**config.mk**
```make
export PLATFORM = sky130hd
export DESIGN_NAME = mod_mult_seq
export DESIGN_NICKNAME = d
export VERILOG_FILES = /design/src/rtl/mod_mult_pkg.sv /design/src/rtl/mod_mult_seq.sv
export SDC_FILE = /design/constraint.sdc
export NUM_CORES = 1
export LEC_CHECK = 0
export CORE_MARGIN = 8
export CORE_UTILIZATION = 46
export CTS_BUF_LIST = sky130_fd_sc_hd__clkbuf_8
export CTS_CLUSTER_SIZE = 10
export DETAILED_ROUTE_END_ITERATION = 10
export PLACE_DENSITY = 0.9
export SETUP_SLACK_MARGIN = 0.1
export SLEW_MARGIN = 20
export SYNTH_ARGS = -nofsm -noshare
export SYNTH_HDL_FRONTEND = slang
export SYNTH_SLANG_ARGS = --single-unit
```
**constraint.sdc**
```tcl
create_clock -name clk -period 2.4 [get_ports clk]
set_input_delay 0.48 -clock clk [delete_from_list [all_inputs] [get_ports clk]]
set_output_delay 0.48 -clock clk [all_outputs]
set_load 0.02 [all_outputs]
```
**src/rtl/mod_mult_pkg.sv**
```systemverilog
// Shared types for the modular-multiply sequencer.
// Latency: n/a (types and constants only).
// Backpressure: n/a.
package mod_mult_pkg;

    typedef enum logic [2:0] {
        IDLE,
        DBL,
        RED1,
        ADD,
        RED2,
        DONE
    } mm_state_t;

    localparam logic ALU_ADD = 1'b0;
    localparam logic ALU_SUB = 1'b1;

endpackage

```
**src/rtl/mod_mult_seq.sv**
```systemverilog
// Sequencer for R = (A*B) mod M, MSB-first interleaved, one shared add/sub ALU op per cycle.
// Latency: 2N + 2*popcount(A) + 1 cycles (4N+1 with MOD_MULT_CONST_TIME_EN), 1 cycle on bad modulus.
// Backpressure: none; start is sampled only in IDLE and ignored while busy or in the done cycle.
module mod_mult_seq
    import mod_mult_pkg::*;
#(
    parameter int N = 32
) (
    input  logic         clk,
    input  logic         rst_n,
    input  logic         start,
    input  logic [N-1:0] a_in,
    input  logic [N-1:0] b_in,
    input  logic [N-1:0] m_in,
    output logic [N-1:0] alu_a,
    output logic [N-1:0] alu_b,
    output logic         alu_func,
    input  logic [N-1:0] alu_result,
    input  logic         alu_c,
    output logic         busy,
    output logic         done,
    output logic [N-1:0] result,
    output logic         err
);

    // Bit index width; N is expected to be a power of two so the index covers 0..N-1 exactly.
    localparam int IW = $clog2(N);

`ifdef MOD_MULT_CONST_TIME_EN
    localparam bit CONST_TIME = 1'b1;
`else
    localparam bit CONST_TIME = 1'b0;
`endif

    mm_state_t      state;
    logic [N-1:0]   r;
    logic [N-1:0]   a_q;
    logic [N-1:0]   b_q;
    logic [N-1:0]   m_q;
    logic [IW-1:0]  idx;

    // Conditional-subtract result: keep R-M only when it did not borrow.
    logic [N-1:0]   red_val;
    logic           last_bit;
    logic           bit_set;

    assign red_val  = alu_c ? r : alu_result;
    assign last_bit = (idx == '0);
    assign bit_set  = a_q[idx];

    // ALU operand selection is a pure function of the current state and registers.
    always_comb begin
        alu_a    = '0;
        alu_b    = '0;
        alu_func = ALU_ADD;
        case (state)
            DBL: begin
                alu_a    = r;
                alu_b    = r;
                alu_func = ALU_ADD;
            end
            RED1, RED2: begin
                alu_a    = r;
                alu_b    = m_q;
                alu_func = ALU_SUB;
            end
            ADD: begin
                alu_a    = r;
`ifdef MOD_MULT_CONST_TIME_EN
                // Dummy add of zero keeps the op sequence independent of A.
                alu_b    = bit_set ? b_q : '0;
`else
                alu_b    = b_q;
`endif
                alu_func = ALU_ADD;
            end
            default: begin
                alu_a    = '0;
                alu_b    = '0;
                alu_func = ALU_ADD;
            end
        endcase
    end

    // Control FSM with operand, accumulator and bit-counter registers; busy/done/result/err registered.
    always_ff @(posedge clk or negedge rst_n) begin
        if (!rst_n) begin
            state  <= IDLE;
            r      <= '0;
            a_q    <= '0;
            b_q    <= '0;
            m_q    <= '0;
            idx    <= '0;
            busy   <= 1'b0;
            done   <= 1'b0;
            result <= '0;
            err    <= 1'b0;
        end else begin
            done <= 1'b0;
            case (state)
                IDLE: begin
                    if (start) begin
                        a_q <= a_in;
                        b_q <= b_in;
                        m_q <= m_in;
                        r   <= '0;
                        idx <= IW'(N - 1);
                        // M must be non-zero and below 2^(N-1) so doubling R never overflows.
                        if (m_in == '0 || m_in[N-1]) begin
                            state  <= DONE;
                            err    <= 1'b1;
                            result <= '0;
                            done   <= 1'b1;
                            busy   <= 1'b0;
                        end else begin
                            state <= DBL;
                            err   <= 1'b0;
                            busy  <= 1'b1;
                        end
                    end
                end
                DBL: begin
                    r     <= alu_result;
                    state <= RED1;
                end
                RED1: begin
                    r <= red_val;
                    if (CONST_TIME || bit_set) begin
                        state <= ADD;
                    end else if (last_bit) begin
                        // Result is published together with the done pulse.
                        state  <= DONE;
                        result <= red_val;
                        done   <= 1'b1;
                        busy   <= 1'b0;
                    end else begin
                        idx   <= idx - IW'(1);
                        state <= DBL;
                    end
                end
                ADD: begin
                    r     <= alu_result;
                    state <= RED2;
                end
                RED2: begin
                    r <= red_val;
                    if (last_bit) begin
                        state  <= DONE;
                        result <= red_val;
                        done   <= 1'b1;
                        busy   <= 1'b0;
                    end else begin
                        idx   <= idx - IW'(1);
                        state <= DBL;
                    end
                end
                DONE: begin
                    state <= IDLE;
                end
                default: begin
                    state <= IDLE;
                    busy  <= 1'b0;
                end
            endcase
        end
    end

endmodule

```
==> results.yml, run 1 <==
clock_tree:
  cts_tree: "done"
  cts_buffer_depth: 2
  cts_buffers: 17
  cts.clk_slew.worst_paths_ns: 0.10
  clock-sinks: 171
  root_buffer: "clkbuf_8"
  clk_latency_ns: 0.48
  htree_num_levels: 4
yosys:
  synth.top_cells.by_count: "dfrtp_1 (171), mux2_2 (132), mux2i_1 (49)"
  postSynthCellCount: 720
  syn_nets: 854
  avgSynthCellArea_sq_um: 12.2
  synthArstFlopShare: 1.00
  ys_ff_latch: 171
  seq_area_frac_synth: 0.489
  synth_edf_count: 0
  synth_area_leader_cell: "dfrtp_1"
  synth_cell_types: 43
  yosys.area.top_type_share: 0.489
  synth_most_common_cell: "dfrtp_1"
  ys_warn_count: 0
  syn_area_sq_um: 8750
  synthTopCellsByArea: "dfrtp_1 (49%), mux2_2 (17%), mux2i_1 (5.6%)"
  synth_flop_cell: "dfrtp_1"
routing:
  first_pass_iters: 6
  routed_wl_mm: 29.8
  num_vias: 7322
  detail-route-antenna-nets: 0
  wire_per_inst_um: 23.8
  drc: 0
  drt_iter0_drc: 452
  via_per_inst: 5.86
worst_hold_path:
  hold_class: "reg2reg"
  min_path_cells: 1
  hold_path_end: "busy"
  min_from: "busy"
critical_path:
  startpoint_type: "flip-flop"
  critPathRequiredTime_ns: 2.77
  cp_max_fo: 8
  end_kind: "flip-flop"
  timing.rr.end: "result[20]"
  rr_worst_depth: 10
  reg2reg_slack_ns: -0.33
  critPathKind: "reg2reg"
  rr_startpoint: "idx[0]"
  crit_arrival_ns: 3.09
die:
  start_util: 0.468
  rows: 50
  die_w_um: 154
  die_y_um: 154
  die_area_sq_um: 23700
  core_area_sq_um: 18700
  ios: 232
cells_and_area:
  fin_cells: 1250
  area.growth.synth_to_final_pct: 50.4
  final_cell_area_sq_um: 13200
  final_layout_size_suffix_gt1_frac: 0.452
  fin_nets: 1136
  nFillCells: 1239
  utilization: 0.704
sta:
  slew_headroom: 0.321
  min_period_ns: 2.73
  clock_skew_ns: 0.0142
  drv_slew: 0
  fin_ws_ns: -0.329
  max_freq_mhz: 366
  period_share: 1.14
  tightest_slew_ns: 1.02
  rsz0062_at_grt: "yes"
  hold_ws_ns: 0.484
  finalHoldViolCount: 0
  fin_setup_tns_ns: -13.54
  setup_viol: 93
global_routing:
  grt_pass1_wl_mm: 45.1
  antenna_found_initial: 1
  grt.total_usage: 0.243
  overflow: 0
  grt_max_degree: 62
  first_global_vias: 7900
pwr:
  p_leak_nw: 5.85
  power.density_nw_per_um2: 1490
  ir_drop_uv: 835
placement:
  port_buffers: 231
  dp_hpwl_mm: 19.4
  placedCellCount: 1180
  dpl_cell_area_sq_um: 11600
  globalplace.congestion: 0.846
status:
  violations: "negative setup slack"
  status: "finished with violations"
run:
  max_cap_viol_count: 0
## metrics by stage
step / setup slack [ns] / power (mW)
after detailed placement: -0.642 / 15.0
after global routing: -0.430 / 20.6
after CTS: -0.262 / 18.5
after global placement: -0.605 / 14.7
final: -0.329 / 19.6
after floorplan: -0.132 / 10.8
## area by class of cell
| cell class | instances | area [sq um] | share of cell area |
|---|---|---|---|
| repair buffers | 325 | 3450 | 0.262 |
| flip-flops and latches | 171 | 4280 | 0.325 |
| well taps | 234 | 293 | 0.0222 |
| inverters | 4 | 17.5 | 0.00133 |
| clock buffers | 17 | 234 | 0.0178 |
| clock inverters | 15 | 188 | 0.0143 |
| diodes | 1 | 2.50 | 0.000190 |
| multi-input cells | 483 | 4700 | 0.357 |
## report_power, final
group	switching, mW	internal [mW]	total (mW)
sequential	1.12	4.24	5.36
clock	1.16	1.05	2.21
combinational	5.68	6.38	12.1
## cell families after synthesis
kind of cell,Yosys count,synth area share
fa+ha+maj,2,0.00286
buf+inv,66,0.0375
xor+xnor,1,0.00100
compound gates,117,0.0995
mux,214,0.286
flops,171,0.489
simple gates,149,0.0845
## per-layer routing
layer,global-route usage,part of all wire,vias up
met5,0,0,-
met4,0.102,0.027,0
met3,0.0600,0.072,50
met2,0.410,0.49,326
met1,0.293,0.41,3729
li1,-,-,3217
## worst max path at each step
stage                  start         end  slack, ns  cells after the start
finish                idx[0]  result[20]      -0.33                     10
global route          idx[0]  result[21]      -0.43                     10
CTS                   idx[1]  result[20]      -0.26                     10
detailed placement    idx[1]   result[1]      -0.64                      8
global placement    m_in[27]  result[31]      -0.61                      8
floorplan             idx[1]  result[10]      -0.13                     10
## layout by cell type (no fill, tap or decap), types with 3 or more instances in the layout
master           instances
mux4_2                   4
a22oi_2                 32
buf_8                    5
clkinv_4                 4
nor2b_1                  6
nand4_1                  3
nor4_1                   7
buf_4                   68
inv_6                    4
nor2_1                  42
mux2i_1                 49
o21ai_0                  5
clkdlybuf4s50_1        164
o21ai_2                 11
o21ai_1                 20
buf_12                  16
buf_16                   5
mux2_4                  57
and2_4                  33
a221o_1                 32
clkbuf_8                17
dfrtp_2                  3
mux2_2                 104
buf_6                   61
buf_2                    3
dfrtp_1                168
bufinv_16                3
nand2_1                 35
## repair_timing
item                                    CTS  global route
hold endpoints to repair                 43             0
pin swaps                                10            23
gates resized for setup                 426           144
cloned                                    6             2
buffers inserted                         21            15
endpoints found under the setup margin  113           184
hold buffers                              1             0
## worst max-delay path, cell delays in order (launching register included)
cell and delay, ns:
dfrtp_1 0.41, clkinv_1 0.07, buf_4 0.16, mux4_2 0.53, a22oi_2 0.20, nand3_2 0.12
a222oi_1 0.32, buf_4 0.19, buf_6 0.13, buf_12 0.15, mux2_4 0.31
## sequential cells by signal, summed over array words and instances, names as in the netlist
register,flops
a_q,32
b_q,32
busy,1
done,1
err,1
idx,5
m_q,32
r,32
result,32
state,3
Note: power is estimated with default switching activity, not from simulation.
==> inputs of run 2 (changes only) <==
- CTS_CLUSTER_SIZE: 10 -> 16
==> results of run 2 <==
Final layout, timing and power as in run 1 (identical DEF).
